==> src/rtl/csd2bin_seq.sv <==
// csd2bin_seq -- iterative canonical-signed-digit to two's-complement converter.
//
// Accepts a W-digit signed-digit word (from bkm_step) and resolves the borrow
// chain serially, DPC digits per cycle, so the design never needs a W-bit
// carry-propagate subtract in a single cycle. Results go to the FPU output
// stage through a valid/ready handshake.
//
// Optional feature macro: CSD2BIN_SEQ_CSD_CHECK_EN
//   When defined, adds output csd_err, flagging a non-canonical input word
//   (a digit coded 11, or two adjacent nonzero digits). Arithmetic is unchanged.
//
// Ports:
//   clk        clock
//   arst       asynchronous active-high reset
//   srst       synchronous active-high reset (same effect as arst)
//   enable     global advance/stall qualifier; every register holds while low
//   in_valid   source has a CSD word
//   in_ready   block can accept a word (idle and enabled)
//   x_csd      2*W bits, digit i = {x_csd[2i+1]=pos, x_csd[2i]=neg}
//   out_valid  result available (done and enabled)
//   out_ready  sink accepts the result
//   y          W-bit two's-complement result, X mod 2^W
//   ovf        X lies outside the signed W-bit range
//   csd_err    (optional) input word was not canonical
//
// Assumes DPC divides W and DPC < W.
module csd2bin_seq #(
    parameter int W     = 8,
    parameter int DPC   = 2,
    parameter int LOG2W = 3
) (
    input  logic           clk,
    input  logic           arst,
    input  logic           srst,
    input  logic           enable,
    input  logic           in_valid,
    output logic           in_ready,
    input  logic [2*W-1:0] x_csd,
    output logic           out_valid,
    input  logic           out_ready,
    output logic [W-1:0]   y,
    output logic           ovf
`ifdef CSD2BIN_SEQ_CSD_CHECK_EN
    ,
    output logic           csd_err
`endif
);

    typedef enum logic [1:0] {
        IDLE = 2'd0,
        CONV = 2'd1,
        DONE = 2'd2
    } state_t;

    state_t             r_state;
    state_t             w_state_nxt;

    logic [W-1:0]       r_p;        // remaining positive digit bits
    logic [W-1:0]       r_n;        // remaining negative digit bits
    logic               r_borrow;
    logic [LOG2W-1:0]   r_cnt;
    logic [W-DPC-1:0]   r_acc;      // result slices gathered so far (MSB-justified)
    logic [W-1:0]       r_y;
    logic               r_ovf;

    logic [W-1:0]       w_pos;
    logic [W-1:0]       w_neg;
    logic [DPC:0]       w_diff;     // slice difference, MSB is the borrow-out
    logic [W-1:0]       w_cat;      // accumulator with the current slice on top
    logic               w_last;
    logic               w_in_xfer;
    logic               w_out_xfer;

    // Split the digit vector into positive and negative bit planes.
    always_comb begin
        w_pos = '0;
        w_neg = '0;
        for (int i = 0; i < W; i++) begin
            w_pos[i] = x_csd[2*i+1];
            w_neg[i] = x_csd[2*i];
        end
    end

    assign in_ready   = enable & (r_state == IDLE);
    assign out_valid  = enable & (r_state == DONE);
    assign w_in_xfer  = in_valid & in_ready;
    assign w_out_xfer = out_valid & out_ready;

    // Digit code 11 naturally contributes 1 - 1 = 0 here.
    assign w_diff = {1'b0, r_p[DPC-1:0]} - {1'b0, r_n[DPC-1:0]}
                    - {{DPC{1'b0}}, r_borrow};
    assign w_cat  = {w_diff[DPC-1:0], r_acc};
    assign w_last = (r_cnt == LOG2W'(W/DPC - 1));

    always_comb begin
        w_state_nxt = r_state;
        case (r_state)
            IDLE:    if (w_in_xfer)         w_state_nxt = CONV;
            CONV:    if (enable && w_last)  w_state_nxt = DONE;
            DONE:    if (w_out_xfer)        w_state_nxt = IDLE;
            default:                        w_state_nxt = IDLE;
        endcase
    end

    always_ff @(posedge clk or posedge arst) begin
        if (arst) begin
            r_state <= IDLE;
        end else if (srst) begin
            r_state <= IDLE;
        end else if (enable) begin
            r_state <= w_state_nxt;
        end
    end

    always_ff @(posedge clk or posedge arst) begin
        if (arst) begin
            r_p      <= '0;
            r_n      <= '0;
            r_borrow <= 1'b0;
            r_cnt    <= '0;
            r_acc    <= '0;
            r_y      <= '0;
            r_ovf    <= 1'b0;
        end else if (srst) begin
            r_p      <= '0;
            r_n      <= '0;
            r_borrow <= 1'b0;
            r_cnt    <= '0;
            r_acc    <= '0;
            r_y      <= '0;
            r_ovf    <= 1'b0;
        end else if (enable) begin
            if (r_state == IDLE && w_in_xfer) begin
                r_p      <= w_pos;
                r_n      <= w_neg;
                r_borrow <= 1'b0;
                r_cnt    <= '0;
                r_acc    <= '0;
            end else if (r_state == CONV) begin
                r_p      <= r_p >> DPC;
                r_n      <= r_n >> DPC;
                r_borrow <= w_diff[DPC];
                r_cnt    <= r_cnt + LOG2W'(1);
                r_acc    <= w_cat[W-1:DPC];
                // Output registers only move when a conversion completes.
                // The final borrow is bit W of the (W+1)-bit difference;
                // overflow when it disagrees with the result sign bit.
                if (w_last) begin
                    r_y   <= w_cat;
                    r_ovf <= w_diff[DPC] ^ w_diff[DPC-1];
                end
            end
        end
    end

    assign y   = r_y;
    assign ovf = r_ovf;

`ifdef CSD2BIN_SEQ_CSD_CHECK_EN
    logic r_csd_err;
    logic w_nz_any;
    logic w_err;

    // Non-canonical: a digit coded 11, or two neighbouring nonzero digits.
    assign w_nz_any = |((w_pos | w_neg) & ((w_pos | w_neg) >> 1));
    assign w_err    = (|(w_pos & w_neg)) | w_nz_any;

    always_ff @(posedge clk or posedge arst) begin
        if (arst) begin
            r_csd_err <= 1'b0;
        end else if (srst) begin
            r_csd_err <= 1'b0;
        end else if (enable && r_state == IDLE && w_in_xfer) begin
            r_csd_err <= w_err;
        end
    end

    assign csd_err = r_csd_err;
`endif

endmodule

==> config.mk <==
export PLATFORM = sky130hd
export DESIGN_NAME = csd2bin_seq
export DESIGN_NICKNAME = d
export VERILOG_FILES = /design/src/rtl/csd2bin_seq.sv
export SDC_FILE = /design/constraint.sdc
export NUM_CORES = 1
export LEC_CHECK = 0
export CAP_MARGIN = 20
export CORE_MARGIN = 2
export CORE_UTILIZATION = 54
export DETAILED_ROUTE_END_ITERATION = 8
export PLACE_DENSITY_LB_ADDON = 0.2
export SETUP_SLACK_MARGIN = 0.02
export SYNTH_ARGS = -nofsm -noshare
export SYNTH_HDL_FRONTEND = slang
export SYNTH_SLANG_ARGS = --single-unit
export TNS_END_PERCENT = 50
==> constraint.sdc <==
create_clock -name clk -period 5.7 [get_ports clk]
set_input_delay 1.14 -clock clk [delete_from_list [all_inputs] [get_ports clk]]
set_output_delay 1.14 -clock clk [all_outputs]
set_load 0.1 [all_outputs]
==> out/results.ini <==
[clock_tree]
clock_latency_ns = 0.35
clk_pin_slew_ns = 0.10
holdBufCountCts = 0
cts_resized = 0
cts_sinks = 37
clock_path_buffers = 2
post_cts.repair.setup_buffers = 0
cts-buffers-inserted = 5
cts_root_buf = clkbuf_4
cts_tree = built
htreeDepth = 2

[grt]
grt_pass1_vias = 1199
grt_max_degree = 38
top_usage_layer = met2
grtUsageTotal = 0.215
use_met1 = 0.285
grt_util_met2 = 0.321
use_met3 = 0.0649
grt_pass1_wl_um = 5580
antenna_found_initial = 0
overflow = 0

[timing]
tns_ns = 0
skew_ns = 0.00674
period_needed_ns = 4.21
fin_ws_ns = 1.49
fin_crit_sh = 0.739
max_slew_margin = 0.350
hold_violations = 0
tightest_slew_ns = 0.972
fmax_mhz = 237
slew_violations = 0
rsz0062_at_grt = no
setup_viol = 0

[placement]
dp_slack_ns = 1.51
dpl.cell_count = 204
hpwl_um = 2430
portBuffers = 32
gp_congestion = 0.817

[logic_synthesis]
yosysTopAreaCell = dfrtp_1
synth_mux_area_frac = 0.00669
syn_inst = 147
ys_ff_latch = 37
yosys.area.top_type_share = 0.550
synth-main-ff-cell = dfrtp_1
synthXorXnorAreaFrac = 0.0104
syn_nets = 175
ys_top_cells_by_area = dfrtp_1, o2bb2ai_1, a22oi_1, a22o_1, nand2_1
yosysMostFrequentCell = dfrtp_1
syn_area_um2 = 1680
yosys_warnings = 0
postSynth.asyncResetShare = 1.00
synth-simple-area-share = 0.0989
synthTopCellsByCount = dfrtp_1, nand2_1, o2bb2ai_1, a22oi_1
synth_edf_count = 0
synth_compound_area_frac = 0.233
synthAdderAreaFrac = 0.0535
synth_top_family_by_area = compound AO/OA/AOI/OAI gates
ys_seq_area_frac = 0.550
synth_cell_types = 30
syn_avg_cell_area_um2 = 11.4

[layout]
multi_input_area_um2 = 678
area_growth_pct = 22.4
fin_cells = 212
regArea_um2 = 926
fin_nets = 206
insertedDiodeCount = 0
fill_cells = 241
drive_gt1_frac = 0.0670

[die]
fp.dieH_um = 59.8
start_util = 0.560
rows = 20
fp.dieW_um = 59.8
die-area_um2 = 3580
ios = 33
core-area_um2 = 3000

[worst_setup_path]
r2r_start = r_p[0]$_DFFE_PP0P_
path_class = primary input to output pin
end_kind = output pin
arrival_ns = 3.07
startpoint = enable
worst-path-max-fanout = 9
crit_path_start_kind = primary input
required_ns = 4.56

[run]
drv_cap = 0

[hold_path]
hold_path_class = register to register
min-delay-start = r_cnt[2]$_DFFE_PP0P_

[power_and_ir_drop]
p_per_area_nw_per_um2 = 231
p_leak_nw = 0.875
ir_worst_vdd_mv = 0.195

[route]
firstDrtPassIters = 4
via_per_inst = 5.90
antenna_left = 0
num_vias = 1251
drt-total-wl_um = 3340
drc = 0
drtIter0Drc = 47
wl_per_cell_um = 15.8

[outcome]
status = finished, final reports clean

==> flip-flops by register name, summed over array words and instances, names as in the netlist <==
register / count
r_acc: 6
r_n: 8
ovf: 1
r_cnt: 3
r_state: 2
r_p: 8
r_borrow: 1
y: 8
==> worst paths after layout <==
path | to | slack [ns] | cells after the start
max in group asynchronous | r_n[1]$_DFFE_PP0P_ | 4.18 | 3
worst min register to register | r_cnt[2]$_DFFE_PP0P_ | 0.50 | 1
worst max register to register | ovf$_DFFE_PP0P_ | 3.26 | 8
min in group asynchronous | r_p[6]$_DFFE_PP0P_ | 1.19 | 3
worst max-delay path | out_valid | 1.49 | 3
worst min-delay path | r_cnt[2]$_DFFE_PP0P_ | 0.50 | 1
==> layout by cell type, fill, tap and decap left out, types with 3 or more instances in the layout <==
master / n
clkdlybuf4s50_1: 32
a21oi_1: 10
nand2_1: 16
dfrtp_1: 37
o2bb2ai_1: 15
a22oi_1: 12
a22o_1: 10
inv_1: 8
nor2_1: 4
clkbuf_1: 3
clkbuf_4: 5
ha_1: 4
==> logic make-up (layout without fill, tap and decap cells) <==
group | count (synthesis) | after routing
AO/OA/AOI/OAI | 51 | 51
XOR/XNOR | 2 | 2
adder cells (fa/ha/maj) | 6 | 6
buffers and inverters | 18 | 50
flip-flops | 37 | 37
multiplexers | 1 | 1
AND/OR/NAND/NOR | 32 | 32
==> through the flow <==
step                cell area (um2)  power, W  hold slack, ns   util
floorplan                      1680  0.000324           0.456      -
global placement               2010  0.000348           0.470  0.670
detailed placement             2010  0.000350           0.474  0.670
CTS                            2060  0.000480           0.503  0.686
global route                   2060  0.000497           0.520  0.686
finish                         2060  0.000475           0.497  0.686
==> final cells by class <==
| type | instances | share of cell area |
|---|---|---|
| well taps | 33 | 0.0200 |
| flip-flops and latches | 37 | 0.450 |
| multi-input cells | 92 | 0.329 |
| repair buffers | 34 | 0.163 |
| clock buffers | 8 | 0.0237 |
| inverters | 8 | 0.0146 |
==> worst max-delay path: stages <==
cell,delay [ns]
clkdlybuf4s50_1,0.62
and3_1,0.19
clkdlybuf4s50_1,1.12
==> layer usage <==
layer / routed length (um) / vias up
li1: - / 596
met1: 1540 / 622
met2: 1590 / 27
met3: 156 / 6
met4: 62 / 0
met5: 0 / -
==> report_power, final <==
group / internal, W / switching (W) / total, W
registers: 0.000270 / 0.00000816 / 0.000278
clock network: 0.0000491 / 0.0000819 / 0.000131
logic: 0.0000307 / 0.0000355 / 0.0000661
total: 0.000350 / 0.000126 / 0.000475
Note: power is estimated with default switching activity, not from simulation.
